[src/rtl/bet_pkg.sv]
// Shared constants and types for the bet capture path: opcode values
// produced by keyboardToBet, PS/2 prefix bytes and the round state enum.
package bet_pkg;

    // Width of one packed table entry: {chip_color[1:0], opcode[5:0]}
    localparam int ENTRY_W = 8;

    // Special opcodes from the keyboard decoder
    localparam logic [5:0] OP_SPIN  = 6'b111110;
    localparam logic [5:0] OP_NONE  = 6'b111111;
    localparam logic [5:0] OP_CLEAR = 6'b111101;

    // PS/2 prefix bytes
    localparam logic [7:0] KEY_BREAK = 8'hF0;
    localparam logic [7:0] KEY_EXT   = 8'hE0;

    // Round sequencing states
    typedef enum logic [1:0] {
        ST_COLLECT  = 2'd0,
        ST_SPINNING = 2'd1,
        ST_DONE     = 2'd2
    } round_state_t;

endpackage

[src/rtl/ps2_make_filter.sv]
// Turns the raw PS/2 byte stream into one-cycle key events for make codes
// only. A break prefix (F0) swallows itself and the byte that follows it;
// the extended prefix (E0) is dropped without disturbing the break tracking.
module ps2_make_filter
    import bet_pkg::*;
(
    input  logic       clock,
    input  logic       reset,
    input  logic       rx_valid,
    input  logic [7:0] rx_byte,
    output logic       key_event
);

    logic break_flag;

    // Remember a pending break prefix until the next received byte consumes it
    always_ff @(posedge clock) begin
        if (reset) begin
            break_flag <= 1'b0;
        end else if (rx_valid) begin
            if (break_flag) begin
                break_flag <= 1'b0;
            end else if (rx_byte == KEY_BREAK) begin
                break_flag <= 1'b1;
            end
        end
    end

    // A make code is any byte that is neither a prefix nor the released key
    assign key_event = rx_valid && !break_flag &&
                       (rx_byte != KEY_BREAK) && (rx_byte != KEY_EXT);

endmodule

[src/rtl/bet_capture.sv]
// Collects bets from the keyboard into a packed table, then sequences the
// round: collect bets, spin the wheel, hold the result until the next bet
// or clear starts a new round.
module bet_capture
    import bet_pkg::*;
#(
    parameter int MAX_BETS = 12,
    parameter int CNT_W    = 4
)(
    input  logic                        clock,
    input  logic                        reset,
    input  logic                        rx_valid,
    input  logic [7:0]                  rx_byte,
    input  logic [5:0]                  bet_opcode,
    input  logic [2:0]                  chip_color,
    input  logic                        spin_done,
    output logic [ENTRY_W*MAX_BETS-1:0] bets,
    output logic [CNT_W-1:0]            bet_count,
    output logic                        spin_start,
    output logic                        spinning,
    output logic                        bet_accept,
    output logic                        bet_reject,
    output logic                        table_full
);

    localparam logic [CNT_W-1:0] MAX_COUNT = CNT_W'(MAX_BETS);

    round_state_t                state_r;
    round_state_t                state_next;
    logic [ENTRY_W*MAX_BETS-1:0] bets_r;
    logic [ENTRY_W*MAX_BETS-1:0] bets_next;
    logic [CNT_W-1:0]            count_r;
    logic [CNT_W-1:0]            count_next;
    logic                        accept_next;
    logic                        reject_next;
    logic                        start_next;
    logic                        spin_start_r;
    logic                        spinning_r;
    logic                        accept_r;
    logic                        reject_r;
    logic                        full_r;

    logic                        key_event;
    logic                        is_spin;
    logic                        is_clear;
    logic                        is_bet;
    logic                        color_ok;
    logic [ENTRY_W-1:0]          new_entry;

    ps2_make_filter u_filter (
        .clock     (clock),
        .reset     (reset),
        .rx_valid  (rx_valid),
        .rx_byte   (rx_byte),
        .key_event (key_event)
    );

    assign is_spin   = (bet_opcode == OP_SPIN);
    assign is_clear  = (bet_opcode == OP_CLEAR);
    assign is_bet    = (bet_opcode != OP_NONE) && !is_spin && !is_clear;
    assign color_ok  = (chip_color != 3'b000);
    assign new_entry = {chip_color[1:0], bet_opcode};

    // Register the round state, the table and every output pulse
    always_ff @(posedge clock) begin
        if (reset) begin
            state_r      <= ST_COLLECT;
            bets_r       <= '0;
            count_r      <= '0;
            spin_start_r <= 1'b0;
            spinning_r   <= 1'b0;
            accept_r     <= 1'b0;
            reject_r     <= 1'b0;
            full_r       <= 1'b0;
        end else begin
            state_r      <= state_next;
            bets_r       <= bets_next;
            count_r      <= count_next;
            spin_start_r <= start_next;
            spinning_r   <= (state_next == ST_SPINNING);
            accept_r     <= accept_next;
            reject_r     <= reject_next;
            full_r       <= (count_next == MAX_COUNT);
        end
    end

    // Decide how the current key event and spin_done change the round
    always_comb begin
        state_next  = state_r;
        bets_next   = bets_r;
        count_next  = count_r;
        accept_next = 1'b0;
        reject_next = 1'b0;
        start_next  = 1'b0;

        case (state_r)
            ST_COLLECT: begin
                if (key_event) begin
                    if (is_bet) begin
                        if (color_ok && (count_r < MAX_COUNT)) begin
                            for (int i = 0; i < MAX_BETS; i++) begin
                                if (count_r == CNT_W'(i)) begin
                                    bets_next[i*ENTRY_W +: ENTRY_W] = new_entry;
                                end
                            end
                            count_next  = count_r + CNT_W'(1);
                            accept_next = 1'b1;
                        end else begin
                            reject_next = 1'b1;
                        end
                    end else if (is_spin) begin
                        if (count_r != '0) begin
                            state_next = ST_SPINNING;
                            start_next = 1'b1;
                        end
                    end else if (is_clear) begin
                        bets_next  = '0;
                        count_next = '0;
                    end
                end
            end

            ST_SPINNING: begin
                if (spin_done) begin
                    state_next = ST_DONE;
                end
            end

            ST_DONE: begin
                if (key_event) begin
                    if (is_clear) begin
                        bets_next  = '0;
                        count_next = '0;
                        state_next = ST_COLLECT;
                    end else if (is_bet) begin
                        if (color_ok) begin
                            bets_next                = '0;
                            bets_next[ENTRY_W-1:0]   = new_entry;
                            count_next               = CNT_W'(1);
                            accept_next              = 1'b1;
                            state_next               = ST_COLLECT;
                        end else begin
                            reject_next = 1'b1;
                        end
                    end
                end
            end

            default: begin
                state_next = ST_COLLECT;
            end
        endcase
    end

    assign bets       = bets_r;
    assign bet_count  = count_r;
    assign spin_start = spin_start_r;
    assign spinning   = spinning_r;
    assign bet_accept = accept_r;
    assign bet_reject = reject_r;
    assign table_full = full_r;

endmodule

[config.mk]
export PLATFORM = sky130hd
export DESIGN_NAME = bet_capture
export DESIGN_NICKNAME = d
export VERILOG_FILES = /design/src/rtl/bet_pkg.sv /design/src/rtl/ps2_make_filter.sv /design/src/rtl/bet_capture.sv
export SDC_FILE = /design/constraint.sdc
export NUM_CORES = 1
export LEC_CHECK = 0
export CAP_MARGIN = 20
export CORE_AREA = 2 2 109 133
export CTS_BUF_LIST = sky130_fd_sc_hd__clkbuf_8
export DETAILED_ROUTE_END_ITERATION = 7
export DIE_AREA = 0 0 111 135
export GPL_TIMING_DRIVEN = 1
export PLACE_DENSITY_LB_ADDON = 0.08
export SKIP_CTS_REPAIR_TIMING = 1
export SYNTH_ARGS = -nofsm -noshare
export SYNTH_HDL_FRONTEND = slang
export SYNTH_SLANG_ARGS = --single-unit
[constraint.sdc]
create_clock -name clock -period 5.1 [get_ports clock]
set_input_delay 1.02 -clock clock [delete_from_list [all_inputs] [get_ports clock]]
set_output_delay 1.02 -clock clock [all_outputs]
set_load 0.05 [all_outputs]
; ---- After elaboration in Yosys (flattened, before gate mapping)
; Cells that the tools add are included.
[op_classes]
addsub = 1
bitwise_logic = 3
reduce_logical = 27
n_mux = 61
n_lt_le_gt_ge = 1
eq_ne = 40
[op_table]
columns = cell, count
row1 = two-way mux 96 bit, 9
row2 = case mux 96 bit (2 select lines), 1
row3 = AND reduction 9 bit, 12
row4 = two-way mux 8 bit, 12
row5 = != test 3 bit (second input constant), 17
row6 = two-way mux 4 bit, 9
row7 = equality test 4 bit (second input constant), 5
row8 = two-way mux 2 bit, 9
row9 = two-way mux 1 bit, 17
row10 = equality test 4 x 3 -> 1 bit (second input constant), 4
row11 = != test 8 bit (second input constant), 2
row12 = equality test 6 bit (second input constant), 2
row13 = equality test 4 x 2 -> 1 bit (second input constant), 2
row14 = equality test 8 bit (second input constant), 1
row15 = case mux 4 bit (2 select lines), 1
row16 = logical AND 1 bit, 6
row17 = != test 6 bit (second input constant), 1
row18 = case mux 2 bit (3 select lines), 1
row19 = OR reduction 5 bit, 1
row20 = adder 4 x 1 -> 4 bit (second input constant), 1
row21 = equality test 2 x 1 -> 1 bit (second input constant), 2
row22 = equality test 4 x 1 -> 1 bit (second input constant), 1
row23 = zero test 4 bit, 1
row24 = less-than comparator 4 bit (second input constant), 1
row25 = other kinds (9), 15
[word_totals]
ff_bits = 108
out_inout_bits = 105
inputBits = 21
wordCells = 153

; ---- Logic depth before layout (Yosys ltp)
; Gate-level depths: netlist of the first run.
[depth]
ltp_word = 9
mapped_depth = 8
ltp_nobuf = 7

; ---- By module
; A second synthesis of the first run with hierarchy kept.
[unflattened]
cells_unflattened = 458
hier_area_um2 = 4657.0
[modules_own_cells]
columns = mod, area_each_um2, cells_per_inst, n_inst, seq_area_each_um2
row1 = bet_capture, 4576.9, 450, 1, 2142.1
row2 = ps2_make_filter, 80.1, 8, 1, 20.0

; ---- Worst setup path after synthesis of the first run
; No wires, ideal clock.
[synth_timing]
path_type = input to register
start = input bet_opcode[1]
end = register bets_r[10] (netlist: bets[10])
required_ns = 4.975
path_buffers = 0
stages = 5
setup_ns = 0.125
path_slack_ns = 2.578
arrival_ns = 2.397
path_cell_list = nand2b_1 -> o32a_4 -> a2111oi_4 -> mux2i_1 -> nor2_1
[synth_via]
elab_chain_len = 7
elab_cells_between_ends = 19
classes_between = 9 x eq/ne / 5 x mux / 5 x reduce/logical
[synth_rtl]
columns = element, line
row1 = from (decl), bet_capture.sv:14  ; input logic [5:0] bet_opcode,
row2 = equality test 6 bit, bet_capture.sv:58  ; assign is_spin = (bet_opcode == OP_SPIN);
row3 = zero test 1 bit, bet_capture.sv:60  ; assign is_bet = (bet_opcode != OP_NONE) && !is_spin && !is_clear;
row4 = logical AND 1 bit (2 in a row), bet_capture.sv:60
row5 = two-way mux 96 bit, bet_capture.sv:99  ; if (is_bet) begin
row6 = two-way mux 96 bit, bet_capture.sv:98  ; if (key_event) begin
row7 = case mux 96 bit (2 select lines), bet_capture.sv:96  ; case (state_r)
row8 = to (signal assigned), bet_capture.sv:77  ; bets_r <= bets_next;
row9 = to (decl), bet_capture.sv:30  ; logic [ENTRY_W*MAX_BETS-1:0] bets_r;
; Several ways; a longest one is shown, not always the timed one. The select of a mux whose other input is x is not followed.
; A chain may end at the register's enable or synchronous reset.

; ---- Final worst setup path of the first run
[layout_timing]
start = input bet_opcode[4]
end = register bets_r[15] (netlist: bets[15])
; The elaborated chain is that of the path after synthesis.

==> qor.csv, run 1 <==
metric,value,unit
WP data arrival,3570,ps
Mapped Avg Cell Area,10.25,sq um
synth top area cells,"dfxtp_1 46%, mux2i_1 19%, nor2_1 7.6%",
CTS sink count,108,
layout cell share with drive strength beyond 1,8.711,%
CTS buffer count,9,
number of global-route vias before repair,3699,
Synth Warn #,0,
IO Count,126,
Global Route Usage Sum,17.95,%
hold crit path type,reg2reg,
Worst Path Max Fanout,11,
H-Tree Depth,3,
count of final hold-check violations,0,
Lkg Pwr,0.002599,uW
# setup viols final,0,
total power,1724,uW
Tmin final,3314,ps
status,"finished, final reports clean",
multi-input logic area,0.002347,sq mm
Critical Path Source Type,primary input,
largest family of logic cells by synthesized area,multiplexers,
mux cell area share after synthesis,18.68,%
Crit path required time,5350,ps
Worst-Skew Late Latency,370,ps
worst vdd ir,0.1624,mV
antenna violations before repair,0,
Placer Congestion,0.8687,
antenna cells,0,
Die X,111,um
nets,594,
Adder-Cell Fraction of Synth Area,1.062,%
hold slack,458.9,ps
prevailing post-synth register cell,dfxtp_1,
DP HPWL,9365,um
post-DR vias/cell,5.077,
Clock transition at path regs,100,ps
P per Cell Area,274.4,mW/mm^2
Setup Total Neg Slack,0,ps
unrepaired setup endpoints after global routing,no,
final wirelength,13490,um
TritonCTS clock tree,done,
Slew headroom,42.45,%
Final Cycle Share,64.98,%
M2 GR Usage,29.75,%
Congestion Overflow GR,0,
post-synthesis cell type count,48,
first-pass GRT wire length,20980,um
met3 Resource Use GR,5.925,%
fin. max-slew vios,0,
Synth top cells by count,"108 x dfxtp_1, 96 x nor2_1, 88 x mux2i_1",
Initial Util,34.71,%
Longest Clk Path Bufs,2,
fill cell count,1270,
die area,0.01499,sq mm
Max-Cap Viols,0,
Antenna Nets Post-Route,0,
"count leader, synth",dfxtp_1,
root buf cell,clkbuf_8,
Synth async-reset ratio,0,%
achievable frequency,301.7,MHz
Yosys top cell by area,dfxtp_1,
Final Util,46.24,%
post-synthesis cell area,0.004715,sq mm
post-synth top area share,45.86,%
met1 GRT Util,22.28,%
Post-synth EDFFs,0,
busiest grt layer,met2,
CP endpoint kind,flip-flop,
register area,0.002162,sq mm
Yosys reg bits,108,
DRC,0,
DR WL/cell,18.10,um
path type of the worst setup path,in2reg,
Syn-to-layout area delta,33.23,%
post-synthesis sequential area ratio,45.86,%
pre-CTS setup slack,1363,ps
worst setup margin,1786,ps
DIE HEIGHT,135,um
"Net Count, Synth",485,
First DRT Iteration DRCs,191,
largest net degree at the start of global routing,106,
CORE AREA,0.01358,sq mm
Layout Skew,6.907,ps
drt pass-1 iters,5,
post-synthesis share of cell area spent on xor and xnor gates,0,%
port bufs,125,
via count,3782,
Synth Area in Compound Gates,14.12,%
Synth Area in Simple Gates,15.92,%
Slew @ Worst Pin,863.3,ps
FP Rows,47,
Synth Instances,460,
registers in the layout, summed over array words and instances (netlist names):
register,count
bet_accept,1
spin_start,1
state_r,2
bet_reject,1
table_full,1
u_filter.break_flag,1
bet_count,4
spinning,1
bets,96
routing by layer:
| metal | routed length, um | vias to the layer above |
|---|---|---|
| met5 | 0 | - |
| met4 | 204 | 0 |
| met3 | 993 | 19 |
| met2 | 6617 | 120 |
| met1 | 5670 | 1801 |
| li1 | - | 1842 |
placed cells by master (no fill, tap or decap), types with 8 or more instances in the layout:
master           netlist  routed
clkbuf_8               0      12
nand3_1                8       8
a31o_2                11      11
clkdlybuf4s50_1        0     124
mux2i_1               88      88
a21oi_1               19      19
dfxtp_1              108     108
nand2_1               13      13
nor2_1                96      96
and3_1                12      12
report_power, final:
part | internal, uW | switching, uW | leakage [uW]
registers | 859 | 10.1 | 0.000873
clock network | 321 | 296 | 0.000121
logic | 81.2 | 157 | 0.00161
cell families (layout without fill, tap and decap cells):
group                    count (synthesis)  count (layout)
AO/OA/AOI/OAI                           64              64
adder cells (fa/ha/maj)                  4               4
buffers and inverters                   36             150
flip-flops                             108             108
multiplexers                            88              88
AND/OR/NAND/NOR                        160             160
area by class of cell:
type	count	area share, %
Clock buffer	12	2.629
Timing Repair Buffer	128	20.56
Sequential cell	108	34.42
Tap cell	171	3.406
Clock inverter	4	1.255
Inverter	6	0.3586
Multi-Input combinational cell	316	37.37
worst paths after layout:
kind	slack, ps	cells after the start	start	to
max reg2reg	2260	6	state_r[1]$_SDFF_PP0_	bets[57]$_SDFFE_PP0P_
min reg2reg	460	2	bets[4]$_SDFFE_PP0P_	bets[4]$_SDFFE_PP0P_
max	1790	6	bet_opcode[4]	bets[15]$_SDFFE_PP0P_
min	460	2	bets[4]$_SDFFE_PP0P_	bets[4]$_SDFFE_PP0P_
critical path, cell delays in order:
cell and delay (ps):
clkdlybuf4s50_1 530, nand4_1 490, o32a_4 430, a2111oi_4 760, mux2i_1 280, nor2_1 50
stage by stage:
step	cell area, sq um	instances
detailed placement	6010	728
floorplan	4715	460
global route	6281	745
CTS	6254	744
finish	6281	745
global placement	6002	727
No activity file was read; power rests on OpenSTA's default activity.
==> run 2, diff against run 1 <==
==> constraint.sdc (replaced) <==
create_clock -name clock -period 3 [get_ports clock]
set_input_delay 0.6 -clock clock [delete_from_list [all_inputs] [get_ports clock]]
set_output_delay 0.6 -clock clock [all_outputs]
set_load 0.05 [all_outputs]
==> qor.csv, run 2 (synthesis gave the netlist of run 1 again) <==
metric,value,unit
Longest Clk Path Bufs,2,
FP Rows,47,
achievable frequency,411.1,MHz
Lkg Pwr,0.002625,uW
register area,0.002162,sq mm
placed insts,741,
Clock transition at path regs,110,ps
hold crit path type,reg2reg,
Final Cycle Share,81.08,%
Tmin final,2432,ps
# setup viols final,0,
status,"finished, final reports clean",
Global Route Usage Sum,18.18,%
Syn-to-layout area delta,33.44,%
antenna violations before repair,0,
DP HPWL,9438,um
Flop pwr share,53.9,%
Worst Path Max Fanout,12,
reg2reg end,bets[21]$_SDFFE_PP0P_,
path type of the worst setup path,reg2out,
Crit path required time,2400,ps
hold slack,466.0,ps
clock power share,31.2,%
Congestion Overflow GR,0,
"commonest cells after routing, fill and taps aside","124 x clkdlybuf4s50_1, 108 x dfxtp_1, 96 x nor2_1, 88 x mux2i_1, 19 x a21oi_1",
family with the most delay on the worst path,buffers and inverters,
reg2reg start,bet_count[3]$_SDFF_PP0_,
count of final hold-check violations,0,
layout cell share with drive strength beyond 1,10.58,%
Layout Cells excl Fill,757,
Reg2Reg Setup Slack,920,ps
pre-CTS setup slack,263.9,ps
multi-input logic area,0.002347,sq mm
largest net degree at the start of global routing,56,
placed cell area,0.006107,sq mm
H-Tree Depth,3,
"commonest non-fill, non-tap cell in the layout",clkdlybuf4s50_1,
R2R depth,6,
IO Count,126,
root buf cell,clkbuf_8,
CTS buffer count,9,
number of flip-flops in the largest register,96,
Setup Total Neg Slack,0,ps
worst vdd ir,0.1807,mV
die area,0.01499,sq mm
WP data arrival,1830,ps
Crit path depth,1,
Logic pwr share,15.0,%
CP startpoint,bet_count[2]$_SDFF_PP0_,
Slew headroom,52.81,%
Antenna Nets Post-Route,0,
DIE HEIGHT,135,um
via count,3836,
CORE AREA,0.01358,sq mm
nets,606,
DRC,0,
Final Cell Area,0.006291,sq mm
Worst-Skew Late Latency,370,ps
DR WL/cell,17.99,um
First DRT Iteration DRCs,161,
final wirelength,13620,um
Initial Util,34.71,%
CTS sink count,108,
fill cell count,1306,
number of global-route vias before repair,3899,
fin. max-slew vios,0,
crit-path cells,clkdlybuf4s50_1,
post-DR vias/cell,5.067,
Net Sw Frac,29.45,%
TritonCTS clock tree,done,
sw power,808.3,uW
critical path's largest stage delay,890,ps
Max-Cap Viols,0,
antenna cells,0,
cell-internal power,1936,uW
CP endpoint kind,primary output,
Critical Path Source Type,flip-flop,
Slew @ Worst Pin,707.8,ps
Buf/Inv on CP,1,
slowest CP cell,clkdlybuf4s50_1,
Die X,111,um
Layout Skew,8.251,ps
first-pass GRT wire length,21460,um
port bufs,125,
drt pass-1 iters,4,
unrepaired setup endpoints after global routing,no,
worst setup margin,567.6,ps
critical path capture point,bet_count[2],
P per Cell Area,436.2,mW/mm^2
Placer Congestion,0.8790,
## run 2: changes by cell type in the layout (fill, tap and decap cells not counted), moves of 2 or more
cell | previous run | this run
buf_4 | 3 | 16
clkbuf_8 | 12 | 10
bufinv_16 | 2 | 0
clkinv_2 | 0 | 2
## run 2: worst min-delay path by stage
stage          depth (start not counted)                        startpoint  slack (ps)                                to
2_1_floorplan                          2  u_filter.break_flag$_SDFFE_PP0P_         460  u_filter.break_flag$_SDFFE_PP0P_
6_report                               2              bets[6]$_SDFFE_PP0P_         470              bets[6]$_SDFFE_PP0P_
5_1_grt                                2              bets[4]$_SDFFE_PP0P_         480              bets[4]$_SDFFE_PP0P_
3_5_place_dp                           2              bets[6]$_SDFFE_PP0P_         450              bets[6]$_SDFFE_PP0P_
4_1_cts                                2              bets[6]$_SDFFE_PP0P_         470              bets[6]$_SDFFE_PP0P_
3_3_place_gp                           2              bets[5]$_SDFFE_PP0P_         450              bets[5]$_SDFFE_PP0P_
## run 2: per-layer routing
| metal | wire, um | vias up | GRT usage (%) |
|---|---|---|---|
| li1 | - | 1870 | - |
| met1 | 5774 | 1846 | 21.36 |
| met2 | 6644 | 101 | 31.22 |
| met3 | 927 | 19 | 6.104 |
| met4 | 276 | 0 | 6.181 |
| met5 | 0 | - | 0 |
## run 2: final cells by class
type	count	area share, %
Timing Repair Buffer	140	21.64
Clock inverter	6	0.7359
Clock buffer	10	2.188
Multi-Input combinational cell	316	37.31
Tap cell	171	3.401
Inverter	6	0.3580
Sequential cell	108	34.37
## run 2: through the flow
stage	utilization, %	power [uW]
after floorplan	-	1778
final	46.31	2744
after CTS	46.31	2793
after detailed placement	44.96	1923
after global placement	44.96	1922
after global routing	46.31	2858
## run 2: power by group through the flow
stage               registers, uW  logic [uW]  clock network [uW]
floorplan                    1600         175                   0
global placement             1510         411                   0
detailed placement           1510         412                   0
CTS                          1480         415                 899
global route                 1480         438                 938
finish                       1480         411                 855
